$ cat src/rtl/ni_xfer_ctrl.sv
// Send/receive sequencer between the MIPS decode stage and the network interface.
// Stalls the pipeline while a transfer is pending and abandons it after TIMEOUT cycles.
module ni_xfer_ctrl #(
  parameter int DATA_W  = 32,
  parameter int DEST_W  = 2,
  parameter int REG_W   = 5,
  parameter int TIMEOUT = 255
) (
  input  logic              clk,
  input  logic              rst_n,
  input  logic              out_req,
  input  logic [DEST_W-1:0] out_dest,
  input  logic [DATA_W-1:0] out_data,
  input  logic              in_req,
  input  logic [REG_W-1:0]  in_rd,
  input  logic              mips_ni,
  input  logic              data_valid,
  input  logic [DATA_W-1:0] ni_data_in,
  output logic              proc_valid,
  output logic [DEST_W-1:0] dest_add,
  output logic [DATA_W-1:0] proc_data,
  output logic              proc_ready_in,
  output logic              stall,
  output logic              wb_en,
  output logic [REG_W-1:0]  wb_addr,
  output logic [DATA_W-1:0] wb_data,
  output logic              timeout_err
);

  localparam int CNT_W = $clog2(TIMEOUT + 1);
  localparam logic [CNT_W-1:0] CNT_LAST = CNT_W'(TIMEOUT - 1);

  typedef enum logic [1:0] {IDLE, SEND, RECV, DONE} state_t;

  state_t             state, state_nxt;
  logic [CNT_W-1:0]   cnt, cnt_nxt;
  logic [REG_W-1:0]   rd_q, rd_nxt;
  logic               pv_nxt, prr_nxt, wb_en_nxt, err_nxt;
  logic [DEST_W-1:0]  dest_nxt;
  logic [DATA_W-1:0]  pdata_nxt, wb_data_nxt;
  logic [REG_W-1:0]   wb_addr_nxt;
  logic               expired;

  assign expired = (cnt == CNT_LAST);

  always_comb begin
    state_nxt   = state;
    cnt_nxt     = cnt;
    rd_nxt      = rd_q;
    pv_nxt      = proc_valid;
    prr_nxt     = proc_ready_in;
    dest_nxt    = dest_add;
    pdata_nxt   = proc_data;
    wb_en_nxt   = 1'b0;
    wb_addr_nxt = wb_addr;
    wb_data_nxt = wb_data;
    err_nxt     = timeout_err;
    case (state)
      IDLE: begin
        if (out_req) begin
          state_nxt = SEND;
          pv_nxt    = 1'b1;
          dest_nxt  = out_dest;
          pdata_nxt = out_data;
          cnt_nxt   = '0;
        end else if (in_req) begin
          state_nxt = RECV;
          prr_nxt   = 1'b1;
          rd_nxt    = in_rd;
          cnt_nxt   = '0;
        end
      end
      SEND: begin
        // a handshake on the expiry edge still completes normally
        if (mips_ni) begin
          pv_nxt    = 1'b0;
          state_nxt = DONE;
        end else if (expired) begin
          pv_nxt    = 1'b0;
          err_nxt   = 1'b1;
          state_nxt = DONE;
        end else if (cnt != '1) begin
          cnt_nxt = cnt + CNT_W'(1);
        end
      end
      RECV: begin
        if (data_valid) begin
          prr_nxt     = 1'b0;
          wb_en_nxt   = 1'b1;
          wb_addr_nxt = rd_q;
          wb_data_nxt = ni_data_in;
          state_nxt   = DONE;
        end else if (expired) begin
          prr_nxt   = 1'b0;
          err_nxt   = 1'b1;
          state_nxt = DONE;
        end else if (cnt != '1) begin
          cnt_nxt = cnt + CNT_W'(1);
        end
      end
      DONE: state_nxt = IDLE;
      default: state_nxt = IDLE;
    endcase
  end

  always_ff @(posedge clk) begin
    if (!rst_n) begin
      state         <= IDLE;
      cnt           <= '0;
      rd_q          <= '0;
      proc_valid    <= 1'b0;
      dest_add      <= '0;
      proc_data     <= '0;
      proc_ready_in <= 1'b0;
      wb_en         <= 1'b0;
      wb_addr       <= '0;
      wb_data       <= '0;
      timeout_err   <= 1'b0;
    end else begin
      state         <= state_nxt;
      cnt           <= cnt_nxt;
      rd_q          <= rd_nxt;
      proc_valid    <= pv_nxt;
      dest_add      <= dest_nxt;
      proc_data     <= pdata_nxt;
      proc_ready_in <= prr_nxt;
      wb_en         <= wb_en_nxt;
      wb_addr       <= wb_addr_nxt;
      wb_data       <= wb_data_nxt;
      timeout_err   <= err_nxt;
    end
  end

  assign stall = rst_n && (((state == IDLE) && (out_req || in_req)) ||
                           (state == SEND) || (state == RECV));

endmodule

$ cat config.mk
export PLATFORM = sky130hd
export DESIGN_NAME = ni_xfer_ctrl
export DESIGN_NICKNAME = d
export VERILOG_FILES = /design/src/rtl/ni_xfer_ctrl.sv
export SDC_FILE = /design/constraint.sdc
export NUM_CORES = 1
export LEC_CHECK = 0
export ABC_AREA = 1
export BUFFER_PORTS_ARGS = -buffer_cell sky130_fd_sc_hd__buf_2
export CORE_ASPECT_RATIO = 1.2
export CORE_MARGIN = 1
export CORE_UTILIZATION = 38
export DETAILED_ROUTE_END_ITERATION = 6
export PLACE_DENSITY = 0.64
export SLEW_MARGIN = 20
export SYNTH_ARGS = -nofsm -noshare
export SYNTH_HDL_FRONTEND = slang
export SYNTH_SLANG_ARGS = --single-unit
$ cat constraint.sdc
create_clock -name clk -period 3.7 [get_ports clk]
set_input_delay 0.185 -clock clk [delete_from_list [all_inputs] [get_ports clk]]
set_output_delay 0.185 -clock clk [all_outputs]
set_load 0.02 [all_outputs]
-- Word-level counts from Yosys, hierarchy flattened
Cells that the tools add are included.
- $mul: 0
- equal/unequal tests: 13
- muxes and demuxes: 26
- bitwise gates (word level): 1
- magnitude comparators: 0
- add/subtract/negate cells: 1
- div/mod/pow operators: 0
- reductions and logical operators: 18
- shifts and indexed selects: 0
- operators by type and width (cell ; count):
    2-to-1 mux 8 bit ; 6
    case mux 8 bit (3 select lines) ; 1
    2-to-1 mux 1 bit ; 10
    2-to-1 mux 2 bit ; 5
    inequality test 2 bit (second input constant) ; 5
    inequality test 3 bit (second input constant) ; 3
    AND reduction 3 bit ; 3
    adder 8 x 1 -> 8 bit (second input constant) ; 1
    equality test 8 bit (second input constant) ; 1
    inequality test 8 bit (second input constant) ; 1
    case mux 2 bit (4 select lines) ; 1
    AND reduction 4 bit ; 2
    case mux 1 bit (2 select lines) ; 3
    AND reduction 2 bit ; 3
    nonzero test 2 bit ; 3
    equality test 2 bit (second input constant) ; 2
    logical OR 1 bit ; 3
    nonzero test 3 bit ; 1
    equality test 2 x 1 -> 1 bit (second input constant) ; 1
    logical AND 1 bit ; 2
    logical NOT 2 bit ; 1
    NOT 1 bit ; 1
- latch bits: 0
- RAM bits: 0
- memories: 0
- ROM bits: 0
- bits of input ports: 77
- flip-flop bits (word level): 90

-- Longest topological paths before layout
Gate-level depths: netlist of the first run.
- depth in word-level cells: 5
- gate-level depth with buffers: 10

-- Least setup slack after synthesis of the first run
No wires, ideal clock.
- kind: register to output
- start: reg state[0]
- end: out stall
- required time: 3.515 ns
- arrival: 1.328 ns
- stages on the path, launching flop included: 8
- setup slack: 2.187 ns
- buffers on the path: 1
- cells stage by stage: dfxtp_1 inv_1 ha_1 nand2_2 clkbuf_1 nand3_1 nand2_1 inv_1
- cells in the longest elaborated chain, start to end: 5
- ends and longest elaborated chain (what ; line ; RTL):
    from (decl) ; 35 ; state_t state, state_nxt;
    from (signal assigned) ; 120 ; state <= state_nxt;
    logical NOT 2 bit ; 134 ; assign stall = rst_n && (((state == IDLE) && (out_req || in_req)) ||
    logical AND 1 bit ; 134 ;
    logical OR 1 bit ; 134 ;
    logical OR 1 bit (*) ; 135 ; (state == SEND) || (state == RECV));
    logical AND 1 bit (*) ; 134 ;
    to (decl) ; 23 ; output logic stall,
Every way passes the cells marked *; elsewhere a longest branch is shown, timed or not.

-- Worst setup path in the final report of the first run
- start: reg state[1]
- end: out stall
Same word-level chain as after synthesis.

==> metrics.yaml, run 1 <==
fp.dieW_um: 90.4
hpwl_um: 6250
finalSetupTns_ps: 0
drc: 0
yosysMostFrequentCell: "nor2_1"
core_sq_um: 9080
num_rows: 38
synth_cell_types: 23
start_kind: "register"
hold_viol: 0
path_delay_family: "simple AND/OR/NAND/NOR gates"
synth_warnings: 0
use_met2_pct: 31.7
ys.flop_type: "dfxtp_1"
routed_wl_um: 8980
ios: 153
post_cts_buffers: 0
grt_util_met1_pct: 21.9
rsz0062_at_grt: "no"
slowest_stage: "nand2_2"
final_layout_size_suffix_gt1_share_pct: 29.3
yosys-top-cells-count: "nor2_1 (167), dfxtp_1 (90), o21ai_0 (81)"
ys_ff_latch: 90
power_w: 0.00259
crit_path_cell_trace: "inv_1 > ha_1 > nand2_2 > nand3_1 > nand2_1 > inv_1 > buf_2"
cts-resized-gates: 0
arrival_ps: 2040
seq_area_frac_synth_pct: 50.5
start_util_pct: 39.3
max_slew_margin_pct: 55.5
fmax_mhz: 448
synth_area_sq_um: 3570
dieArea_sq_um: 9780
h-tree-depth: 3
r2r_slack_ps: 1590
synth_top_area_share_pct: 50.5
hp-class: "input pin to register"
syn_inst: 480
grt_pass1_vias: 3051
cp_max_fo: 37
finalCritPeriodShare_pct: 60.3
cts_made_buffers: 9
grt.busiest_layer: "met2"
clockBufferDepth: 2
fin_util_pct: 50.4
antenna_cells: 0
synthTopCellsByArea: "dfxtp_1 (51%), nor2_1 (18%), o21ai_0 (11%), nand2_1 (3.6%), nand3_1 (2.7%)"
max-vdd-ir-drop_mv: 0.246
drt_iter0_markers: 160
endpoint_kind: "output port"
design_area_sq_um: 4580
worst_pin_slew_ps: 665
syn_area_per_cell_sq_um: 7.43
clk_pin_slew_ps: 90
period_needed_ps: 2230
grt_usage_pct: 18.2
gp_congestion: 0.854
area_delta_synth_final_pct: 28.4
die_h_um: 108
synth-edff-count: 0
slew_violations: 0
clock_latency_ps: 350
dr_total_vias: 3458
drv_cap: 0
critPathMostFrequentCell: "inv_1"
antenna_found_initial: 0
finClkSkew_ps: 10.7
worst-path-buf-inv: 3
overflow: 0
viasPerCell: 4.64
status: "finished, final reports clean"
wl_per_cell_um: 12.0
numPortBuffers: 152
syn_nets: 564
fin_nets: 704
worstPathRequired_ps: 3510
cts_tree: "yes"
antenna_left: 0
clkSinkCount: 90
dpl_cell_area_sq_um: 4370
grt_start_max_net_pins: 43
met3_usage_pct: 3.94
synth_area_leader_cell: "dfxtp_1"
power_leakage_nw: 2.20
holdBufCountCts: 0
fin_worst_hold_slack_ps: 77.6
synthArstFlopShare_pct: 0
slowest_delay_ps: 480
power.density_nw_per_um2: 565
cts_root_buffer: "clkbuf_8"
dr.pass1.iters: 4
grt_first_pass_wirelength_um: 14300
criticalPathCategory: "register to output port"
setup_violations: 0
-- cells by family (layout without fill, tap and decap cells) --
logic type / after synthesis / count (layout) / share of synthesized area (%)
XOR/XNOR: 2 / 2 / 0.491
flip-flops: 90 / 90 / 50.5
buffers and inverters: 49 / 194 / 5.86
adder cells (fa/ha/maj): 7 / 7 / 2.46
AND/OR/NAND/NOR: 232 / 232 / 26.5
AO/OA/AOI/OAI: 100 / 100 / 14.2
-- worst register-to-register path, delay by kind of cell (launching register included) --
kind	cells	cell delay [ps]
flip-flops	1	380
AND/OR/NAND/NOR	3	790
adder cells (fa/ha/maj)	1	280
buffers and inverters	2	550
-- per-stage QoR --
step           setup WS, ps  std cells
5_1_grt                1290        745
3_3_place_gp           1650        729
2_1_floorplan          2190        480
4_1_cts                1440        745
6_report               1470        745
3_5_place_dp           1560        729
-- state kept, by name, indices dropped and copies added, names as in the netlist --
register	cells
dest_add	2
wb_addr	5
state	2
proc_valid	1
wb_data	32
wb_en	1
timeout_err	1
proc_data	32
rd_q	5
proc_ready_in	1
cnt	8
-- area by class of cell --
cell class | instances | area [sq um]
Multi-Input combinational cell | 341 | 1560
Clock buffer | 11 | 131
Clock inverter | 5 | 78.8
Fill cell | 928 | 4500
Tap cell | 120 | 150
Sequential cell | 90 | 1800
Inverter | 25 | 93.8
Timing Repair Buffer | 153 | 768
-- worst paths after layout --
kind               startpoint            to  depth (start not counted)
hold reg to reg       rd_q[0]       rd_q[0]                          2
hold / removal    out_data[2]  proc_data[2]                          3
setup / recovery     state[1]         stall                          7
setup reg to reg     state[0]   wb_data[29]                          6
-- power by group --
part           switching, W  total (W)  internal [W]
logic              0.000472   0.000710      0.000238
clock network      0.000339   0.000720      0.000380
registers         0.0000641    0.00116       0.00110
total              0.000875    0.00259       0.00171
-- layer usage --
layer / part of all wire (%) / vias to the layer above
li1: - / 1809
met1: 46 / 1568
met2: 50 / 75
met3: 3.4 / 6
met4: 1.1 / 0
met5: 0 / -
-- cell usage in the layout (no fill, tap or decap), types with 2 or more instances in the layout --
cell type / count
inv_2: 6
bufinv_16: 2
buf_2: 152
ha_1: 7
o21ai_0: 81
nor2_4: 3
xor2_1: 2
nand3_1: 19
nor2_1: 167
clkbuf_1: 2
a21oi_1: 16
dfxtp_1: 90
clkinv_2: 2
clkbuf_8: 9
nand3_2: 2
nand2_1: 34
nand2_2: 5
inv_1: 18
No activity file was read; power rests on OpenSTA's default activity.
==> run 2: changes to the inputs <==
clock period = 2.3 ns   (was 3.7 ns; I/O delays follow)
==> run 2 against run 1 <==
Hold slack got worse by 71 ps. Largest power group unchanged. Routed wire length increased by 0.16%. Critical endpoint unchanged. Highest routed layer unchanged. Critical path depth unchanged. Via count is 2.4% higher.
==> metrics.yaml, run 2 (synthesized netlist as in run 1, its figures left out) <==
clk_pin_slew_ps: 80  # was 90 ps
p_comb_share_pct: 28.3  # was 27.4%
crit_path_cell_trace: "inv_1 > ha_1 > nor2_1 > nand3_1 > nand2_1 > inv_1 > buf_2"  # was inv_1 > ha_1 > nand2_2 > nand3_1 > nand2_1 > inv_1 > buf_2
numPortBuffers: 152  # unchanged
num_rows: 38  # unchanged
seqPwrFrac_pct: 45.5  # was 44.8%
start_kind: "register"  # unchanged
drc: 0  # unchanged
worst-path-buf-inv: 3  # unchanged
setup_violations: 0  # unchanged
slowest_stage: "dfxtp_1"  # was nand2_2
status: "finished, final reports clean"  # unchanged
grt_pass1_vias: 3123  # was 3051
dr.pass1.iters: 4  # unchanged
worst_pin_slew_ps: 658  # was 665 ps
regToRegStartpoint: "state[0]"  # unchanged
mostFrequentLayoutCells: "nor2_1 (167), buf_2 (152), dfxtp_1 (90)"  # unchanged
finalSetupTns_ps: 0  # unchanged
clkPwrFrac_pct: 26.2  # was 27.8%
dieArea_sq_um: 9780  # unchanged
antenna_left: 0  # unchanged
fmax_mhz: 540
critPathMostFrequentCell: "inv_1"  # unchanged
finClkSkew_ps: 3.47  # was 10.7 ps
final_cells: 752  # was 745
dr_total_vias: 3542  # was 3458
hold_viol: 0  # unchanged
max-vdd-ir-drop_mv: 0.428  # was 0.246 mV
hp-class: "input pin to register"  # unchanged
switching_power_w: 0.00141  # was 0.000875 W
cts_root_buffer: "clkbuf_8"  # unchanged
wl_per_cell_um: 12.0  # about the same
hpwl_um: 6440  # was 6250 um
grt_first_pass_wirelength_um: 14500  # was 14300 um
viasPerCell: 4.71  # was 4.64
min_from: "ni_data_in[14]"  # was out_data[2]
finalCritPeriodShare_pct: 80.6
rsz0062_at_grt: "no"  # unchanged
cts_made_buffers: 9  # unchanged
h-tree-depth: 3  # unchanged
cp_max_fo: 5  # was 37
antenna_found_initial: 0  # unchanged
clockBufferDepth: 2  # unchanged
final_layout_size_suffix_gt1_share_pct: 29.4  # was 29.3%
period_needed_ps: 1850
arrival_ps: 1740  # was 2040 ps
final_common_cell: "nor2_1"  # unchanged
cts_tree: "yes"  # unchanged
top_regs: "proc_data: 32 flops, wb_data: 32 flops, cnt: 8 flops"  # unchanged
max_slew_margin_pct: 56.0  # was 55.5%
core_sq_um: 9080  # unchanged
ios: 153  # unchanged
routed_wl_um: 8990  # was 8980 um
clkSinkCount: 90  # unchanged
drv_cap: 0  # unchanged
worstPathRequired_ps: 2180  # was 3510 ps
die_h_um: 108  # unchanged
grt_usage_pct: 18.6  # was 18.2%
gp_congestion: 0.843  # was 0.854
path_delay_family: "simple AND/OR/NAND/NOR gates"  # unchanged
grt_start_max_net_pins: 39  # was 43
clock_latency_ps: 350  # about the same
critical_path.startpoint: "state[0]"  # was state[1]
fin_ws_ps: 447  # was 1470 ps
area_delta_synth_final_pct: 29.8  # was 28.4%
endpoint_kind: "output port"  # unchanged
overflow: 0  # unchanged
fp.dieW_um: 90.4  # unchanged
start_util_pct: 39.3  # unchanged
slew_violations: 0  # unchanged
post-place-ws_ps: 595  # was 1560 ps
internal_power_w: 0.00269  # was 0.00171 W
fin_nets: 711  # was 704
slowest_delay_ps: 390  # was 480 ps
drt_iter0_markers: 190  # was 160
criticalPathCategory: "register to output port"  # unchanged
power.density_nw_per_um2: 886  # was 565 nW/um^2
antenna_cells: 0  # unchanged
switching_share_pct: 34.4  # was 33.8%
place_inst: 732  # was 729
power_leakage_nw: 2.21  # was 2.20 nW
[run 2: area by class of cell]
class	instances	area, sq um
fill	930	4450
sequential	90	1800
multi-input combinational	341	1560
timing repair buffer	160	831
tap	120	150
clock buffer	12	145
inverter	25	93.8
clock inverter	4	51.3
[run 2: per-stage QoR]
stage,total power [W],hold WS [ps],util [%],area [sq um]
after CTS,0.00414,0.998,50.9,4620
after global routing,0.00438,4.33,51.0,4630
after floorplan,0.00269,279,-,3570
after detailed placement,0.00306,372,48.4,4390
final,0.00410,6.36,51.0,4630
after global placement,0.00304,363,48.4,4390
[run 2: final timing paths]
path | end | slack [ps] | cells after the start
worst min register to register | rd_q[4] | 460 | 2
worst max register to register | cnt[7] | 610 | 10
worst min-delay path | wb_data[14] | 6 | 3
worst max-delay path | stall | 450 | 7
[run 2: power by group through the flow]
stage | clock, W | combinational [W] | sequential (W)
finish | 0.00108 | 0.00116 | 0.00186
global route | 0.00119 | 0.00130 | 0.00189
CTS | 0.00111 | 0.00117 | 0.00187
floorplan | 0 | 0.000571 | 0.00212
global placement | 0 | 0.00114 | 0.00189
detailed placement | 0 | 0.00116 | 0.00190
[run 2: timing repair]
action,CTS,global route
resized for setup,0,0
buffers inserted,0,0
hold endpoints to repair,3,1
hold buffers,3,1
[run 2: layer usage]
metal / track usage, % / up-vias / share of wire, % / routed length (um)
met5: 0 / - / 0 / 0
met4: 8.99 / 0 / 1.9 / 171
met3: 4.08 / 14 / 5.6 / 506
met2: 31.9 / 114 / 49 / 4420
met1: 22.1 / 1590 / 43 / 3890
li1: - / 1824 / - / -
[run 2: worst min-delay path, stage by stage]
cell and delay (ps):
buf_2 70, o21ai_0 70, nor2_1 80
